<file path="config.mk">
export PLATFORM = sky130hd
export DESIGN_NAME = slow_tick_receiver
export DESIGN_NICKNAME = d
export VERILOG_FILES = /design/src/rtl/slow_tick_receiver.sv
export SDC_FILE = /design/constraint.sdc
export NUM_CORES = 1
export LEC_CHECK = 0
export CORE_ASPECT_RATIO = 2
export CORE_UTILIZATION = 55
export CTS_BUF_LIST = sky130_fd_sc_hd__clkbuf_8
export DETAILED_ROUTE_END_ITERATION = 7
export HOLD_SLACK_MARGIN = 0.05
export PLACE_DENSITY = 0.9
export SYNTH_ARGS = -nofsm -noshare
export SYNTH_HDL_FRONTEND = slang
export SYNTH_SLANG_ARGS = --single-unit
export TNS_END_PERCENT = 5
</file>
<file path="constraint.sdc">
create_clock -name clk -period 2.5 [get_ports clk]
set_clock_uncertainty 0.2 [all_clocks]
set_input_delay 0.5 -clock clk [delete_from_list [all_inputs] [get_ports clk]]
set_output_delay 0.5 -clock clk [all_outputs]
set_load 0.02 [all_outputs]
</file>
<file path="src/rtl/slow_tick_receiver.sv">
// slow_tick_receiver
//   Consumer end of a slow-clock divider. The divided square wave is brought
//   into the clk domain, each rising edge becomes a one-cycle tick enable, the
//   ticks drive an mm:ss BCD elapsed-time counter, and the spacing between
//   ticks is measured so that bad or stalled slow clocks are flagged.
//
// Ports
//   clk          system clock
//   rst          synchronous, active-high reset
//   slow_in      divided clock, asynchronous to clk, slow and glitch-free
//   enable       1 = ticks advance the time counter
//   clear        synchronous restart: time 00:00, IDLE, sticky flags cleared
//   tick         one-cycle pulse per slow_in rising edge
//   sec_bcd      seconds, two BCD digits, 00-59
//   min_bcd      minutes, two BCD digits, 00-99
//   running      FSM is in RUN
//   stalled      FSM is in STALL
//   period_err   sticky: a measured period was outside EXPECT_PERIOD +/- TOL
//   overflow     sticky: time saturated at 99:59
//   last_period  last valid measured tick-to-tick distance in clk cycles
//
// There is no valid/ready handshake on this block: tick is a plain one-cycle
// strobe and every other output is a level that is valid in every cycle.
module slow_tick_receiver #(
    parameter int EXPECT_PERIOD = 50000000,
    parameter int TOL           = 1000,
    parameter int CNT_W         = 27
) (
    input  logic             clk,
    input  logic             rst,
    input  logic             slow_in,
    input  logic             enable,
    input  logic             clear,
    output logic             tick,
    output logic [7:0]       sec_bcd,
    output logic [7:0]       min_bcd,
    output logic             running,
    output logic             stalled,
    output logic             period_err,
    output logic             overflow,
    output logic [CNT_W-1:0] last_period
);

    typedef enum logic [1:0] {
        IDLE  = 2'd0,
        RUN   = 2'd1,
        STALL = 2'd2
    } state_t;

    localparam logic [CNT_W-1:0] ONE    = CNT_W'(1);
    localparam logic [CNT_W-1:0] LO_LIM = CNT_W'(EXPECT_PERIOD - TOL);
    localparam logic [CNT_W-1:0] HI_LIM = CNT_W'(EXPECT_PERIOD + TOL);
    // Compared one cycle early so STALL is entered on the same edge at which
    // pcnt becomes 2*EXPECT_PERIOD, i.e. exactly 2*EXPECT_PERIOD cycles after
    // the last tick.
    localparam logic [CNT_W-1:0] STALL_AT = CNT_W'(2 * EXPECT_PERIOD - 1);

    state_t           state;
    state_t           state_next;
    logic             s0, s1, s2;
    logic [CNT_W-1:0] pcnt;
    logic [3:0]       sec_lo, sec_hi, min_lo, min_hi;
    logic             tick_check;
    logic             tick_advance;

    // Synchroniser and edge detector. clear deliberately leaves these alone
    // so an edge already in flight still produces its tick.
    always_ff @(posedge clk) begin
        if (rst) begin
            s0   <= 1'b0;
            s1   <= 1'b0;
            s2   <= 1'b0;
            tick <= 1'b0;
        end else begin
            s0   <= slow_in;
            s1   <= s0;
            s2   <= s1;
            tick <= s1 & ~s2;
        end
    end

    // FSM state register; clear discards any tick in the same cycle.
    always_ff @(posedge clk) begin
        if (rst || clear) begin
            state <= IDLE;
        end else begin
            state <= state_next;
        end
    end

    // FSM next-state logic.
    always_comb begin
        state_next = state;
        case (state)
            IDLE:    if (tick) state_next = RUN;
            RUN:     if (!tick && pcnt >= STALL_AT) state_next = STALL;
            STALL:   if (tick) state_next = RUN;
            default: state_next = IDLE;
        endcase
    end

    // FSM outputs. The arming tick in IDLE neither checks nor advances; the
    // recovery tick in STALL advances but is not period-checked.
    always_comb begin
        running      = (state == RUN);
        stalled      = (state == STALL);
        tick_check   = tick && (state == RUN);
        tick_advance = tick && enable && (state != IDLE);
    end

    // Period counter: restarts at 1 on every tick so its value in a tick
    // cycle is the distance from the previous tick.
    always_ff @(posedge clk) begin
        if (rst || clear) begin
            pcnt <= '0;
        end else if (tick) begin
            pcnt <= ONE;
        end else if (state == IDLE) begin
            pcnt <= '0;
        end else if (pcnt != {CNT_W{1'b1}}) begin
            pcnt <= pcnt + ONE;
        end
    end

    // Period measurement and sticky range error.
    always_ff @(posedge clk) begin
        if (rst || clear) begin
            last_period <= '0;
            period_err  <= 1'b0;
        end else if (tick_check) begin
            last_period <= pcnt;
            if (pcnt < LO_LIM || pcnt > HI_LIM) begin
                period_err <= 1'b1;
            end
        end
    end

    // BCD mm:ss counter, saturating at 99:59.
    always_ff @(posedge clk) begin
        if (rst || clear) begin
            sec_lo   <= 4'd0;
            sec_hi   <= 4'd0;
            min_lo   <= 4'd0;
            min_hi   <= 4'd0;
            overflow <= 1'b0;
        end else if (tick_advance) begin
            if (min_hi == 4'd9 && min_lo == 4'd9 && sec_hi == 4'd5 && sec_lo == 4'd9) begin
                overflow <= 1'b1;
            end else if (sec_lo != 4'd9) begin
                sec_lo <= sec_lo + 4'd1;
            end else begin
                sec_lo <= 4'd0;
                if (sec_hi != 4'd5) begin
                    sec_hi <= sec_hi + 4'd1;
                end else begin
                    sec_hi <= 4'd0;
                    if (min_lo != 4'd9) begin
                        min_lo <= min_lo + 4'd1;
                    end else begin
                        min_lo <= 4'd0;
                        min_hi <= min_hi + 4'd1;
                    end
                end
            end
        end
    end

    assign sec_bcd = {sec_hi, sec_lo};
    assign min_bcd = {min_hi, min_lo};

endmodule

</file>
==> flow_summary_export.csv <==
group,metric,value,unit
grt,antenna_found_initial,0,
synth,async_flop_share,0,%
synth,synthCells,444,
setup_path,cp_num_cells,6,
synth,netlist_area,3570,sq um
floorplanning,fp.dieH,116,microns
layout,nets,511,
clock_tree,clkTransAtPathRegs,0.07,ns
floorplanning,start_util,56.6,%
clock_tree,cts_num_sinks,78,
synth,synth_seq_area_share,43.7,%
setup_path,reg2reg_from,"pcnt[0]$_SDFFE_PP0P_",
clock_tree,root_buffer,"clkbuf_8",
flow_run,drv_cap,0,
floorplanning,dieArea,6840,sq um
pwr,p_sw_share,20.6,%
setup_path,r2r-end,"pcnt[23]$_SDFFE_PP0P_",
place,io_buffers,52,
pwr,ir_worst_vdd,0.321,mV
clock_tree,clock_latency,0.36,ns
sta,min_period_over_period,94.8,%
setup_path,crit_type,"reg -> reg",
sta,finalSetupTns,0,ns
synth,synth.most_common_cell,"nand2_1",
hold_path,hp-class,"reg -> reg",
setup_path,critPathCapture,"pcnt[23]$_SDFFE_PP0P_",
clock_tree,cts_buffers,9,
sta,slew_viol_final,0,
setup_path,critPathMaxFanout,17,
setup_path,crit_buf_inv,0,
clock_tree,cts_tree,"yes",
synth,avgSynthCellArea,8.05,sq um
grt,grt_start_max_net_pins,27,
setup_path,endpoint_kind,"register",
clock_tree,ctsHoldBuffers,0,
drt,post_drt_wl_per_cell,14.9,microns
grt,grt_pass1_vias,3168,
drt,ant_nets,0,
setup_path,cpMaxStageDelayCell,"or4_4",
floorplanning,coreArea,6310,sq um
synth,synthAdderAreaFrac,1.40,%
grt,grt_pass1_wl,14100,microns
synth,synthMuxAreaShare,1.12,%
synth,syn_nets,453,
sta,setup_viol,0,
setup_path,max_stage_delay,0.45,ns
hold_path,min_path_cells,1,
drt,via_per_inst,5.82,
drt,drt_pass1_iterations,4,
pwr,power,2.16,mW
setup_path,cp.arrival,2.42,ns
pwr,power.switching,0.446,mW
sta,rsz0062_at_grt,"no",
run_status,status,"finished, final reports clean",
drt,drt-total-wl,8790,microns
layout,drive_gt1_share,8.89,%
sta,post-route-min-period,2.37,ns
synth,yosysUniqueCellTypes,47,
place,gp_congestion,0.976,
floorplanning,boundaryPins,53,
clock_tree,clk_path_buf_depth,2,
setup_path,r2r_slack,0.13,ns
clock_tree,post_cts_buffers,0,
drt,drc,0,
place,place_inst,577,
drt,vias,3443,
setup_path,crit_required,2.55,ns
clock_tree,cts-htree-levels,3,
place,dp_hpwl,6360,microns
setup_path,path_cells,"ha_1 > and4_1 > and3_1 > and4_2 > or4_4 > mux2i_1",
pwr,pwr-share-clk,40.5,%
synth,synth_edf_count,0,
synth,synth_seq_cells,78,
clock_tree,cts_resized,0,
pwr,power_frac_comb,1.8,%
layout,final_area,4470,sq um
sta,fmax,0.422,GHz
pwr,powerDensity,484,nW/um^2
floorplanning,rows,41,
sta,tightest_slew,0.720,ns
synth,synth_xor_area_share,5.15,%
synth,yosysTopAreaCell,"dfxtp_1",
sta,hold_viol,0,
synth,synth-main-ff-cell,"dfxtp_1",
layout,nFillCells,511,
setup_path,startpoint,"pcnt[0]$_SDFFE_PP0P_",
synth,synth_compound_area_share,15.1,%
synth,yosysWarnings,0,
place,placed_area,4270,sq um
layout,layout.cells.non_filler,592,
layout,synthToLayoutAreaGrowth,25.0,%
synth,synth_top_area_share,43.7,%
grt,grtUsageTotal,27.8,%
pwr,seqPwrFrac,57.7,%
grt,grt-ovfl-total,0,
synth,synth_area_leaders,"dfxtp_1 (44%), nand2_1 (8.5%), a21oi_1 (6.2%)",
floorplanning,die_w,59.0,microns
drt,drt-initial-drc-count,130,
setup_path,start_kind,"register",
setup_path,path_delay_family,"simple AND/OR/NAND/NOR gates",
sta,slew-limit-headroom,51.3,%
setup_path,ff2ff_path_depth,6,
synth,yosys.area_share.simple,29.3,%
synth,synth_common_cells,"nand2_1 (81), dfxtp_1 (78), a21oi_1 (44)",
pwr,intPower,1.72,mW
pwr,leakagePower,1.49,nW
layout,n_antenna_cell,0,
synth,synth_top_family_by_area,"simple AND/OR/NAND/NOR gates",
worst register-to-register path, cell delays in order, from the launching register on:
cell and delay, ns:
dfxtp_1 0.38, ha_1 0.29, and4_1 0.27, and3_1 0.20, and4_2 0.35, or4_4 0.45, mux2i_1 0.13
logic make-up after synthesis:
family / count (synthesis)
XOR/XNOR: 21
flip-flops: 78
AND/OR/NAND/NOR: 210
adder cells (fa/ha/maj): 4
multiplexers: 4
AO/OA/AOI/OAI: 89
buffers and inverters: 38
sequential cells by signal, indices dropped and copies added (netlist names):
| register | cells |
|---|---|
| last_period | 27 |
| period_err | 1 |
| pcnt | 27 |
| sec_hi | 4 |
| sec_lo | 4 |
| s0 | 1 |
| min_lo | 4 |
| s1 | 1 |
| s2 | 1 |
| min_hi | 4 |
| state | 2 |
| overflow | 1 |
| tick | 1 |
worst min path at each step:
stage | to | start | slack [ns]
floorplan | tick$_SDFF_PP0_ | s2$_SDFF_PP0_ | 0.17
global placement | tick$_SDFF_PP0_ | s2$_SDFF_PP0_ | 0.17
detailed placement | tick$_SDFF_PP0_ | s2$_SDFF_PP0_ | 0.19
CTS | tick$_SDFF_PP0_ | s2$_SDFF_PP0_ | 0.19
global route | tick$_SDFF_PP0_ | s2$_SDFF_PP0_ | 0.20
finish | tick$_SDFF_PP0_ | s2$_SDFF_PP0_ | 0.19
power by group through the flow:
| stage | clock network [mW] | registers (mW) | logic (mW) |
|---|---|---|---|
| finish | 0.877 | 1.25 | 0.0390 |
| global route | 0.943 | 1.25 | 0.0419 |
| CTS | 0.895 | 1.25 | 0.0390 |
| detailed placement | 0 | 1.28 | 0.0388 |
| global placement | 0 | 1.28 | 0.0384 |
| floorplan | 0 | 1.28 | 0.0206 |
metal layers:
layer  GRT usage, %  vias up  wire (microns)
met5              0        -               0
met4           18.9        0             419
met3           6.70       32             382
met2           50.1      117            4750
met1           26.8     1619            3240
li1               -     1675               -
final cells by class:
cell class                 instances  area [sq um]  area share, %
clock inverter                     2          7.51          0.168
sequential                        78          1560           34.9
inverter                           7          26.3          0.588
tap                               86           108           2.41
multi-input combinational        328          1870           41.8
clock buffer                      13           179           4.00
timing repair buffer              78           718           16.1
cell usage in the layout (no fill, tap or decap), types with 3 or more instances in the layout:
master           instances
nand2_1                 81
dfxtp_1                 78
clkdlybuf4s50_1         51
a21oi_1                 44
nor2_1                  34
buf_4                   26
nand3_1                 19
o21ai_0                 15
clkbuf_8                13
nor3_1                  12
xnor2_1                 12
nand4_1                 10
inv_1                    9
xor2_1                   9
nor2b_1                  7
and3_1                   6
or3_1                    6
a31oi_1                  5
nor4_1                   5
and4_1                   5
nand2b_1                 4
o211ai_1                 4
mux2i_1                  4
a311oi_1                 4
ha_1                     4
and2_1                   3
o211a_1                  3
nand4bb_1                3
a2111oi_0                3
or4_1                    3
per-stage QoR:
step                      setup WS, ns  utilization, %  hold slack [ns]
after floorplan                  0.204               -            0.167
after global placement          0.0923            67.7            0.174
after detailed placement        0.0549            67.7            0.188
after CTS                       0.0260            70.7            0.193
after global routing            0.0559            70.8            0.204
final                            0.131            70.8            0.192
Note: power is estimated with default switching activity, not from simulation.
